===== src/rtl/snn_lif_layer_pkg.sv =====
// ----------------------------------------------------------------------------
// snn_lif_layer_pkg : shared state encodings, address map and saturating add
// Rev 1.0
// ----------------------------------------------------------------------------
`default_nettype none

package snn_lif_layer_pkg;

   typedef enum logic [1:0] {
      SNN_ST_IDLE   = 2'd0,
      SNN_ST_ACCUM  = 2'd1,
      SNN_ST_UPDATE = 2'd2
   } snn_state_t;

   // Config registers sit directly above the N_IN*N_OUT weight entries
   localparam int unsigned c_ofs_thr    = 0;
   localparam int unsigned c_ofs_leak   = 1;
   localparam int unsigned c_ofs_refrac = 2;

   // v - leak_term + acc, clamped to the signed range of a v_w-bit potential
   function automatic logic signed [31:0] sat_add(
      input logic signed [31:0] v,
      input logic signed [31:0] leak_term,
      input logic signed [31:0] acc,
      input int unsigned        v_w
   );
      logic signed [31:0] sum;
      logic signed [31:0] hi;
      logic signed [31:0] lo;
      hi  = (32'sd1 <<< (v_w - 1)) - 32'sd1;
      lo  = -hi - 32'sd1;
      sum = v - leak_term + acc;
      if (sum > hi) begin
         return hi;
      end else if (sum < lo) begin
         return lo;
      end
      return sum;
   endfunction

endpackage

`default_nettype wire


===== src/rtl/snn_lif_layer_if.sv =====
// ----------------------------------------------------------------------------
// snn_lif_layer_if : step / spike / config bundle of the LIF layer
// Rev 1.0
// ----------------------------------------------------------------------------
`default_nettype none

interface snn_lif_layer_if #(
   parameter int N_IN  = 8,
   parameter int N_OUT = 2,
   parameter int V_W   = 8
);
   localparam int c_addr_w = $clog2(N_IN * N_OUT + 3);

   logic                step;
   logic [N_IN-1:0]     in_spikes;
   logic                busy;
   logic                out_valid;
   logic [N_OUT-1:0]    out_spikes;
   logic                cfg_valid;
   logic                cfg_ready;
   logic [c_addr_w-1:0] cfg_addr;
   logic [V_W-1:0]      cfg_data;

   modport master (
      output step, in_spikes, cfg_valid, cfg_addr, cfg_data,
      input  busy, out_valid, out_spikes, cfg_ready
   );

   modport slave (
      input  step, in_spikes, cfg_valid, cfg_addr, cfg_data,
      output busy, out_valid, out_spikes, cfg_ready
   );

endinterface

`default_nettype wire


===== src/rtl/snn_lif_layer_neuron.sv =====
// ----------------------------------------------------------------------------
// snn_lif_layer_neuron : one LIF neuron - input accumulator, membrane, refractory
// Rev 1.0
// ----------------------------------------------------------------------------
`default_nettype none

module snn_lif_layer_neuron
   import snn_lif_layer_pkg::*;
#(
   parameter int N_IN = 8,
   parameter int W_W  = 4,
   parameter int V_W  = 8
) (
   input  logic           clk,
   input  logic           rst_n,
   input  logic           clr,
   input  logic           add_en,
   input  logic [W_W-1:0] w,
   input  logic           update,
   input  logic [V_W-1:0] thr,
   input  logic [2:0]     leak_sh,
   input  logic [3:0]     refrac,
   output logic           spike
);
   // Wide enough that N_IN extreme weights can never overflow
   localparam int c_acc_w = V_W + $clog2(N_IN);

   logic signed [V_W-1:0]     r_v;
   logic        [3:0]         r_rc;
   logic signed [c_acc_w-1:0] r_acc;

   logic signed [31:0] w_v_ext;
   logic signed [31:0] w_leak;
   logic signed [31:0] w_acc_ext;
   logic signed [31:0] w_thr_ext;
   logic signed [31:0] w_vn;

   assign w_v_ext   = {{(32 - V_W){r_v[V_W-1]}}, r_v};
   // leak_sh = 0 makes the leak equal to v, i.e. a full leak
   assign w_leak    = w_v_ext >>> leak_sh;
   assign w_acc_ext = {{(32 - c_acc_w){r_acc[c_acc_w-1]}}, r_acc};
   assign w_thr_ext = {{(32 - V_W){thr[V_W-1]}}, thr};
   assign w_vn      = sat_add(w_v_ext, w_leak, w_acc_ext, V_W);

   assign spike = (r_rc == 4'd0) && (w_vn >= w_thr_ext);

   always_ff @(posedge clk) begin
      if (!rst_n) begin
         r_v   <= '0;
         r_rc  <= '0;
         r_acc <= '0;
      end else begin
         if (clr) begin
            r_acc <= '0;
         end else if (add_en) begin
            r_acc <= r_acc + {{(c_acc_w - W_W){w[W_W-1]}}, w};
         end

         if (update) begin
            if (r_rc != 4'd0) begin
               r_rc <= r_rc - 4'd1;
               r_v  <= '0;
            end else if (spike) begin
               r_v  <= '0;
               r_rc <= refrac;
            end else begin
               r_v  <= w_vn[V_W-1:0];
            end
         end
      end
   end

endmodule

`default_nettype wire


===== src/rtl/snn_lif_layer.sv =====
// ----------------------------------------------------------------------------
// snn_lif_layer : N_IN x N_OUT leaky-integrate-and-fire layer, serial input scan
// Rev 1.0
// ----------------------------------------------------------------------------
`default_nettype none

module snn_lif_layer
   import snn_lif_layer_pkg::*;
#(
   parameter int N_IN    = 8,
   parameter int N_OUT   = 2,
   parameter int W_W     = 4,
   parameter int V_W     = 8,
   parameter int THR_RST = 32
) (
   input  logic           clk,
   input  logic           rst_n,
   snn_lif_layer_if.slave bus
);
   localparam int c_n_wgt  = N_IN * N_OUT;
   localparam int c_addr_w = $clog2(c_n_wgt + 3);
   localparam int c_idx_w  = (N_IN > 1) ? $clog2(N_IN) : 1;

   snn_state_t r_state;
   snn_state_t w_state_next;

   logic [c_idx_w-1:0] r_idx;
   logic [N_IN-1:0]    r_spk_q;
   logic [W_W-1:0]     r_weight [N_OUT][N_IN];
   logic [V_W-1:0]     r_thr;
   logic [2:0]         r_leak_sh;
   logic [3:0]         r_refrac;
   logic               r_out_valid;
   logic [N_OUT-1:0]   r_out_spikes;

   logic               w_busy;
   logic               w_accept;
   logic               w_cfg_we;
   logic               w_last;
   logic               w_spk_bit;
   logic               w_clr;
   logic               w_add_en;
   logic               w_update;
   logic [N_OUT-1:0]   w_spike;

   // The out_valid cycle still counts as busy, so a held step cannot re-arm early
   assign w_busy   = (r_state != SNN_ST_IDLE) || r_out_valid;
   assign w_accept = (r_state == SNN_ST_IDLE) && !r_out_valid && bus.step;
   assign w_cfg_we = bus.cfg_valid && !w_busy;
   assign w_last   = (r_idx == c_idx_w'(N_IN - 1));

   assign bus.busy       = w_busy;
   assign bus.cfg_ready  = !w_busy;
   assign bus.out_valid  = r_out_valid;
   assign bus.out_spikes = r_out_spikes;

   always_ff @(posedge clk) begin
      if (!rst_n) begin
         r_state <= SNN_ST_IDLE;
      end else begin
         r_state <= w_state_next;
      end
   end

   always_comb begin
      w_state_next = r_state;
      w_clr        = 1'b0;
      w_add_en     = 1'b0;
      w_update     = 1'b0;
      case (r_state)
         SNN_ST_IDLE: begin
            if (w_accept) begin
               w_clr        = 1'b1;
               w_state_next = SNN_ST_ACCUM;
            end
         end
         SNN_ST_ACCUM: begin
            w_add_en = w_spk_bit;
            if (w_last) begin
               w_state_next = SNN_ST_UPDATE;
            end
         end
         SNN_ST_UPDATE: begin
            w_update     = 1'b1;
            w_state_next = SNN_ST_IDLE;
         end
         default: begin
            w_state_next = SNN_ST_IDLE;
         end
      endcase
   end

   always_ff @(posedge clk) begin
      if (!rst_n) begin
         r_idx        <= '0;
         r_spk_q      <= '0;
         r_out_valid  <= 1'b0;
         r_out_spikes <= '0;
      end else begin
         r_out_valid <= w_update;
         if (w_accept) begin
            r_spk_q <= bus.in_spikes;
            r_idx   <= '0;
         end else if (r_state == SNN_ST_ACCUM) begin
            r_idx <= r_idx + c_idx_w'(1);
         end
         if (w_update) begin
            r_out_spikes <= w_spike;
         end
      end
   end

   always_ff @(posedge clk) begin
      if (!rst_n) begin
         r_thr     <= V_W'(THR_RST);
         r_leak_sh <= 3'd3;
         r_refrac  <= 4'd0;
         for (int o = 0; o < N_OUT; o++) begin
            for (int i = 0; i < N_IN; i++) begin
               r_weight[o][i] <= '0;
            end
         end
      end else if (w_cfg_we) begin
         for (int o = 0; o < N_OUT; o++) begin
            for (int i = 0; i < N_IN; i++) begin
               if (bus.cfg_addr == c_addr_w'(o * N_IN + i)) begin
                  r_weight[o][i] <= bus.cfg_data[W_W-1:0];
               end
            end
         end
         if (bus.cfg_addr == c_addr_w'(c_n_wgt + c_ofs_thr)) begin
            r_thr <= bus.cfg_data;
         end
         if (bus.cfg_addr == c_addr_w'(c_n_wgt + c_ofs_leak)) begin
            r_leak_sh <= bus.cfg_data[2:0];
         end
         if (bus.cfg_addr == c_addr_w'(c_n_wgt + c_ofs_refrac)) begin
            r_refrac <= bus.cfg_data[3:0];
         end
      end
   end

   always_comb begin
      w_spk_bit = 1'b0;
      for (int i = 0; i < N_IN; i++) begin
         if (r_idx == c_idx_w'(i)) begin
            w_spk_bit = r_spk_q[i];
         end
      end
   end

   for (genvar o = 0; o < N_OUT; o++) begin : g_neuron
      logic [W_W-1:0] w_wsel;

      always_comb begin
         w_wsel = '0;
         for (int i = 0; i < N_IN; i++) begin
            if (r_idx == c_idx_w'(i)) begin
               w_wsel = r_weight[o][i];
            end
         end
      end

      snn_lif_layer_neuron #(
         .N_IN (N_IN),
         .W_W  (W_W),
         .V_W  (V_W)
      ) u_neuron (
         .clk     (clk),
         .rst_n   (rst_n),
         .clr     (w_clr),
         .add_en  (w_add_en),
         .w       (w_wsel),
         .update  (w_update),
         .thr     (r_thr),
         .leak_sh (r_leak_sh),
         .refrac  (r_refrac),
         .spike   (w_spike[o])
      );
   end

endmodule

`default_nettype wire


===== src/flat_wrapper.sv =====
// flat-port wrapper written by rule: the top's interface ports become plain ports
module snn_lif_layer_flat import snn_lif_layer_pkg::*;
#(
   parameter int N_IN    = 8,
   parameter int N_OUT   = 2,
   parameter int W_W     = 4,
   parameter int V_W     = 8,
   parameter int THR_RST = 32
)
  (clk, rst_n, bus_step, bus_in_spikes, bus_cfg_valid, bus_cfg_addr, bus_cfg_data, bus_busy, bus_out_valid, bus_out_spikes, bus_cfg_ready);
  snn_lif_layer_if #(.N_IN(N_IN), .N_OUT(N_OUT), .V_W(V_W)) bus_i ();
  input  logic clk;
  input  logic rst_n;
  input wire logic [$bits(bus_i.step)-1:0] bus_step;
  input wire logic [$bits(bus_i.in_spikes)-1:0] bus_in_spikes;
  input wire logic [$bits(bus_i.cfg_valid)-1:0] bus_cfg_valid;
  input wire logic [$bits(bus_i.cfg_addr)-1:0] bus_cfg_addr;
  input wire logic [$bits(bus_i.cfg_data)-1:0] bus_cfg_data;
  output wire logic [$bits(bus_i.busy)-1:0] bus_busy;
  output wire logic [$bits(bus_i.out_valid)-1:0] bus_out_valid;
  output wire logic [$bits(bus_i.out_spikes)-1:0] bus_out_spikes;
  output wire logic [$bits(bus_i.cfg_ready)-1:0] bus_cfg_ready;
  assign bus_i.step = bus_step;
  assign bus_i.in_spikes = bus_in_spikes;
  assign bus_i.cfg_valid = bus_cfg_valid;
  assign bus_i.cfg_addr = bus_cfg_addr;
  assign bus_i.cfg_data = bus_cfg_data;
  assign bus_busy = bus_i.busy;
  assign bus_out_valid = bus_i.out_valid;
  assign bus_out_spikes = bus_i.out_spikes;
  assign bus_cfg_ready = bus_i.cfg_ready;
  snn_lif_layer #(.N_IN(N_IN), .N_OUT(N_OUT), .W_W(W_W), .V_W(V_W), .THR_RST(THR_RST)) u_core (.clk(clk), .rst_n(rst_n), .bus(bus_i));
endmodule

===== config.mk =====
export PLATFORM = sky130hd
export DESIGN_NAME = snn_lif_layer_flat
export DESIGN_NICKNAME = d
export VERILOG_FILES = /design/src/rtl/snn_lif_layer_pkg.sv /design/src/rtl/snn_lif_layer_if.sv /design/src/rtl/snn_lif_layer_neuron.sv /design/src/rtl/snn_lif_layer.sv /design/src/flat_wrapper.sv
export SDC_FILE = /design/constraint.sdc
export NUM_CORES = 1
export LEC_CHECK = 0
export ABC_AREA = 0
export BUFFER_PORTS_ARGS = -buffer_cell sky130_fd_sc_hd__buf_2
export CAP_MARGIN = 10
export CORE_ASPECT_RATIO = 1.4
export CORE_MARGIN = 1
export CORE_UTILIZATION = 30
export CTS_BUF_LIST = sky130_fd_sc_hd__clkbuf_4 sky130_fd_sc_hd__clkbuf_8
export CTS_CLUSTER_SIZE = 40
export DETAILED_ROUTE_END_ITERATION = 7
export HOLD_SLACK_MARGIN = 0.06
export SYNTH_ARGS = -nofsm -noshare
export SYNTH_HDL_FRONTEND = slang
export SYNTH_HIERARCHICAL = 1
export SYNTH_SLANG_ARGS = --single-unit
export TNS_END_PERCENT = 10

===== constraint.sdc =====
create_clock -name clk -period 7.08 [get_ports clk]
set_clock_uncertainty 0.2 [all_clocks]
set_input_delay 0.708 -clock clk [delete_from_list [all_inputs] [get_ports clk]]
set_output_delay 0.708 -clock clk [all_outputs]
set_load 0.01 [all_outputs]

==> results.py, run 1 <==
metrics = {
    "yosys": {
        "synth_area_um2": 10700,
        "synth_top_area_cell": "edfxtp_1",
        "synth_cell_type_count": 84,
        "synth_nets": 1369,
        "async_reset_ff_share_pct": 0,
        "yosysWarnings": 6,
        "ys_seq_elements": 141,
        "synthTopCellsByArea": "edfxtp_1 (18%), dfxtp_1 (14%), ha_1 (11%), inv_1 (5.0%), nand2_1 (3.9%)",
        "synth-edff-count": 64,
        "synth_seq_area_share_pct": 32.5,
        "synth_ff_type": "dfxtp_1",
        "synth_cells": 1232,
        "yosysTopAreaCellShare_pct": 18.0,
        "avgSynthCellArea_um2": 8.66,
    },
    "setup_path": {
        "critPathCaptureType": "flip-flop",
        "r2r_slack_ns": 0.60,
        "cp_max_fo": 12,
        "rr_worst_depth": 26,
        "crit_top_cell": "a21oi_1",
        "r2r_end": "u_core/bus.out_spikes[1]",
        "worstReg2RegStart": "u_core/r_leak_sh[0]",
        "start_kind": "flip-flop",
        "crit_slowest_cell": "dfxtp_1",
        "max_stage_delay_ns": 0.56,
        "crit_type": "flip-flop to flip-flop",
        "cp.required_ns": 7.23,
        "crit_arrival_ns": 6.63,
    },
    "clock_tree": {
        "cts.sinks": 141,
        "htreeDepth": 4,
        "cts_made_buffers": 17,
        "holdBufCountCts": 0,
        "root_buffer": "clkbuf_8",
        "clockBufferDepth": 2,
        "cts_tree": "yes",
        "worstSkewPairLatency_ns": 0.46,
        "clk_pin_slew_ns": 0.10,
    },
    "power_and_ir_drop": {
        "power.density_nw_per_um2": 204,
        "p_sw_share_pct": 36.2,
        "pwr-share-seq_pct": 36.8,
        "power.share.clock_pct": 27.8,
        "p_leak_uw": 0.00466,
        "intPower_uw": 1520,
        "switching_power_uw": 864,
        "peakVddDrop_uv": 96.6,
        "combPwrFrac_pct": 35.3,
    },
    "floorplan": {
        "fp-row-count": 81,
        "start_util_pct": 30.5,
        "die_h_um": 225,
        "io_pins": 30,
        "coreArea_um2": 35000,
        "dieArea_um2": 36300,
        "die_x_um": 161,
    },
    "timing": {
        "final_max_slew_viol_count": 0,
        "maxSlewHeadroom_pct": 30.9,
        "tns_ns": 0,
        "hold_viol": 0,
        "max_freq_ghz": 0.154,
        "rsz0062_at_grt": "false",
        "finalCritPeriodShare_pct": 91.5,
        "setup_viol": 0,
        "min_period_ns": 6.48,
        "worstMarginPinSlew_ns": 1.04,
    },
    "placement": {
        "place_area_um2": 11300,
        "gp_congestion": 0.852,
        "portBuffers": 29,
        "dp_hpwl_mm": 20.0,
    },
    "routing": {
        "vias_per_cell": 5.20,
        "drc": 0,
        "drtIter0Drc": 458,
        "vias": 8895,
        "first_pass_iters": 5,
        "ant_nets": 0,
        "wl_per_cell_um": 15.3,
        "routed_wirelength_mm": 26.2,
    },
    "cells_and_area": {
        "nets": 1378,
        "area_delta_synth_final_pct": 9.61,
        "multiInputGateArea_um2": 6490,
        "stdcell_area_um2": 11700,
        "final_layout_size_suffix_gt1_share_pct": 9.73,
        "seq_area_um2": 3460,
        "nFillCells": 3621,
    },
    "global_routing": {
        "track_usage_pct": 14.9,
        "gr-total-overflow": 0,
        "grt_max_degree": 54,
        "grt_pass1_wl_mm": 43.2,
        "antenna_found_initial": 0,
        "grt_pass1_vias": 8831,
    },
    "flow_run": {
        "cap_viol_max_count": 0,
    },
    "worst_hold_path": {
        "hold_start": "u_core/r_spk_q[7]",
        "hold_class": "flip-flop to flip-flop",
        "worstHoldPathCells": 2,
        "min_to": "u_core/r_spk_q[7]",
    },
    "outcome": {
        "status": "completed",
    },
}
[placed cells by master, fill, tap and decap left out, types with 12 or more instances in the layout]
cell	synthesis	routed
a21boi_0	15	15
a21o_1	19	19
a21oi_1	71	70
a221oi_1	29	29
and2_1	13	13
and3_1	14	14
buf_2	6	29
clkbuf_8	0	17
dfxtp_1	77	77
edfxtp_1	64	64
fa_1	18	18
ha_1	94	94
inv_1	142	142
mux2i_1	16	16
nand2_1	112	112
nand2b_1	12	12
nand3_1	34	34
nor2_1	77	77
nor2b_1	23	22
nor3_1	38	38
o21a_1	34	34
o21ai_0	73	73
[cells in the mapped netlist (all sizes together) (11+ instances only)]
| master | count |
|---|---|
| a211o | 11 |
| edfxtp | 64 |
| a21o | 19 |
| nor2 | 78 |
| a21boi | 15 |
| and3 | 23 |
| nand2b | 12 |
| inv | 142 |
| nand3 | 34 |
| clkbuf | 38 |
| fa | 18 |
| o21a | 34 |
| nor3 | 39 |
| ha | 94 |
| o21ai | 85 |
| nor2b | 23 |
| a21oi | 76 |
| a221oi | 29 |
| and2 | 15 |
| nand4 | 11 |
| nand2 | 112 |
| mux2i | 16 |
| buf | 11 |
| dfxtp | 77 |
| a211oi | 13 |
[area by class of cell]
type	count	area share (%)
clock inverter	15	1.46
antenna	1	0.0214
timing repair buffer	39	1.88
clock buffer	17	2.00
multi-input combinational	899	55.5
tap	456	4.88
inverter	143	4.59
sequential	141	29.6
[flip-flops by register name (all words and copies together), names as in the netlist, 3 cells and up]
name                            flops
u_core/r_spk_q                      8
u_core/r_refrac                     4
u_core/r_thr                        8
u_core/r_leak_sh                    3
u_core/g_neuron.u_neuron/r_v       16
u_core/g_neuron.u_neuron/r_rc       8
u_core/g_neuron.u_neuron/r_acc     22
u_core/r_weight                    64
u_core/r_idx                        3
[logic make-up after synthesis]
logic type	Yosys count	synth area share, %
muxes	23	2.66
xor gates and xnor gates	19	1.63
DFF	141	32.5
AOI/OAI and AO/OA	354	23.4
buffers and inverters	192	6.85
adders and majority gates	112	14.4
and+or+nand+nor	391	18.5
[worst max path at each step]
stage                                   start                            endpoint  slack (ns)  depth (start not counted)
final                     u_core/r_leak_sh[0]            u_core/bus.out_spikes[1]        0.60                         26
after global routing      u_core/r_leak_sh[0]  u_core/g_neuron[1].u_neuron/r_v[5]        0.03                         24
after CTS                 u_core/r_leak_sh[0]  u_core/g_neuron[1].u_neuron/r_v[5]        0.39                         24
after detailed placement  u_core/r_leak_sh[0]  u_core/g_neuron[1].u_neuron/r_v[5]        0.40                         24
after global placement    u_core/r_leak_sh[0]  u_core/g_neuron[1].u_neuron/r_v[5]        0.51                         24
after floorplan           u_core/r_leak_sh[1]  u_core/g_neuron[1].u_neuron/r_v[5]        1.03                         25
[worst max-delay path: cells and delay by family, from the launching register on]
| kind | cells | cell delay [ns] |
|---|---|---|
| and+or+nand+nor | 9 | 1.38 |
| muxes | 2 | 0.68 |
| buffers and inverters | 1 | 0.08 |
| AOI/OAI and AO/OA | 10 | 1.81 |
| adders and majority gates | 4 | 1.64 |
| DFF | 1 | 0.56 |
[metal layers]
metal	vias to the layer above	track usage (%)	wire, um
li1	4471	-	-
met1	4230	17.2	11300
met2	153	27.6	13500
met3	41	1.79	725
met4	0	5.63	613
met5	-	0	0
[per-stage QoR]
| stage | setup WS [ns] | hold slack, ns | power, uW | instances | utilization [%] |
|---|---|---|---|---|---|
| CTS | 0.388 | 0.266 | 2410 | 1710 | 33.4 |
| detailed placement | 0.404 | 0.258 | 1740 | 1678 | 32.2 |
| floorplan | 1.03 | 0.238 | 1550 | 1232 | - |
| global placement | 0.513 | 0.257 | 1720 | 1678 | 32.2 |
| global route | 0.0263 | 0.280 | 2560 | 1710 | 33.4 |
| finish | 0.600 | 0.271 | 2390 | 1711 | 33.4 |
[power groups by stage]
stage / Clock [uW] / Sequential (uW) / Combinational [uW]
after floorplan: 0 / 895 / 651
after global placement: 0 / 898 / 822
after detailed placement: 0 / 898 / 839
after CTS: 682 / 880 / 844
after global routing: 713 / 882 / 963
final: 665 / 880 / 844
[what timing repair did]
action                                  in CTS  in global routing
gates resized for setup                      0                  2
buffers inserted                             0                  0
endpoints found under the setup margin       0                 11
(Power assumes the default switching activity.)
==> run 2, diff against run 1 <==
BUFFER_PORTS_ARGS = -buffer_cell sky130_fd_sc_hd__buf_4   (was -buffer_cell sky130_fd_sc_hd__buf_2)
==> results.py, run 2 (same netlist as run 1, synthesis figures left out) <==
metrics = {
    "placement": {
        "dp_hpwl_mm": 20.3,
        "portBuffers": 29,
        "gp_congestion": 0.825,
        "placedCellCount": 1679,
    },
    "power_and_ir_drop": {
        "peakVddDrop_uv": 99.7,
        "p_leak_uw": 0.00474,
        "power.density_nw_per_um2": 214,
    },
    "global_routing": {
        "gr-total-overflow": 0,
        "grt_pass1_wl_mm": 44.1,
        "track_usage_pct": 15.2,
        "grt_max_degree": 75,
        "grt_pass1_vias": 8765,
        "antenna_found_initial": 0,
    },
    "timing": {
        "worstMarginPinSlew_ns": 1.04,
        "maxSlewHeadroom_pct": 30.4,
        "rsz0062_at_grt": "false",
        "hold_viol": 0,
        "max_freq_ghz": 0.157,
        "min_period_ns": 6.35,
        "finalCritPeriodShare_pct": 89.7,
        "tns_ns": 0,
        "final_max_slew_viol_count": 0,
        "whs_ns": 0.272,
        "setup_viol": 0,
    },
    "routing": {
        "wl_per_cell_um": 15.5,
        "drtIter0Drc": 509,
        "routed_wirelength_mm": 26.6,
        "drc": 0,
        "first_pass_iters": 6,
        "vias_per_cell": 5.23,
        "vias": 8955,
        "ant_nets": 0,
    },
    "floorplan": {
        "start_util_pct": 30.5,
        "coreArea_um2": 35000,
        "dieArea_um2": 36300,
        "die_x_um": 161,
        "die_h_um": 225,
        "fp-row-count": 81,
        "io_pins": 30,
    },
    "setup_path": {
        "crit_arrival_ns": 6.55,
        "worstReg2RegStart": "u_core/r_leak_sh[1]",
        "critPathCaptureType": "flip-flop",
        "crit_type": "flip-flop to flip-flop",
        "path_delay_family": "compound AO/OA/AOI/OAI gates",
        "crit_slowest_cell": "dfxtp_1",
        "max_stage_delay_ns": 0.54,
        "rr_worst_depth": 26,
        "path_buf_inv": 3,
        "r2r_slack_ns": 0.73,
        "critical_path.startpoint": "u_core/r_leak_sh[1]",
        "start_kind": "flip-flop",
        "cp_max_fo": 16,
        "r2r_end": "u_core/g_neuron[0].u_neuron/r_v[0]",
        "cp.required_ns": 7.28,
    },
    "clock_tree": {
        "root_buffer": "clkbuf_8",
        "clk_pin_slew_ns": 0.09,
        "worstSkewPairLatency_ns": 0.48,
        "cts.sinks": 141,
        "cts_made_buffers": 17,
        "cts_tree": "yes",
        "clockBufferDepth": 2,
        "cts_setup_buffers": 0,
        "htreeDepth": 4,
    },
    "cells_and_area": {
        "top_regs": "u_core/r_weight (64), u_core/g_neuron.u_neuron/r_acc (22), u_core/g_neuron.u_neuron/r_v (16)",
        "nets": 1379,
        "final_common_cell": "inv_1",
        "regMostFlops": "u_core/r_weight",
        "largest_reg_flops": 64,
        "final_layout_size_suffix_gt1_share_pct": 9.80,
        "fin_cells": 1712,
        "layout.cells.most_common_list": "inv_1 (142), nand2_1 (112), ha_1 (94)",
        "area_delta_synth_final_pct": 11.1,
    },
    "worst_hold_path": {
        "worstHoldPathCells": 2,
        "min_to": "u_core/r_spk_q[7]",
        "hold_class": "flip-flop to flip-flop",
        "hold_start": "u_core/r_spk_q[7]",
    },
    "outcome": {
        "status": "completed",
    },
    "flow_run": {
        "cap_viol_max_count": 0,
    },
}
==> run 2: worst max path at each step <==
stage / cells past startpoint / slack, ns / endpoint
2_1_floorplan: 25 / 1.03 / u_core/g_neuron[1].u_neuron/r_v[5]
3_3_place_gp: 26 / 0.68 / u_core/g_neuron[1].u_neuron/r_v[5]
3_5_place_dp: 26 / 0.53 / u_core/g_neuron[1].u_neuron/r_v[5]
4_1_cts: 26 / 0.51 / u_core/g_neuron[1].u_neuron/r_v[2]
5_1_grt: 26 / 0.08 / u_core/g_neuron[1].u_neuron/r_v[4]
6_report: 26 / 0.73 / u_core/g_neuron[0].u_neuron/r_v[0]
==> run 2: area by class of cell <==
cell class	count	area, um2
multi-input combinational	899	6490
timing repair buffer	40	300
fill	3578	23100
tap	456	571
clock inverter	15	251
antenna	1	2.50
inverter	143	537
sequential	141	3460
clock buffer	17	234
==> run 2: repair_timing <==
action	in CTS	in global routing
hold buffers	0	0
gates resized for setup	0	2
endpoints found under the setup margin	0	8
==> run 2: power by group <==
group | leakage [uW] | internal [uW] | switching (uW)
registers | 0.00129 | 870 | 9.92
clock network | 0.000242 | 435 | 369
logic | 0.00320 | 364 | 487
total | 0.00474 | 1670 | 865
==> run 2: tightest hold or removal path, cell delays in order (launching register included) <==
cell and delay [ns]:
dfxtp_1 0.32, nand2_1 0.05, a21boi_0 0.07
==> run 2: metrics by stage <==
| step | total power, uW | instance area (um2) | setup WS, ns | utilization [%] |
|---|---|---|---|---|
| finish | 2530 | 11900 | 0.728 | 33.9 |
| global route | 2690 | 11800 | 0.0763 | 33.9 |
| CTS | 2550 | 11800 | 0.506 | 33.8 |
| detailed placement | 1740 | 11300 | 0.533 | 32.5 |
| global placement | 1720 | 11300 | 0.683 | 32.5 |
| floorplan | 1550 | 10700 | 1.03 | - |
==> run 2: routing by layer <==
layer	vias to the layer above	share of wire (%)	track usage [%]
li1	4480	-	-
met1	4267	43	17.7
met2	170	52	27.8
met3	38	2.9	1.75
met4	0	2.4	6.15
met5	-	0	0
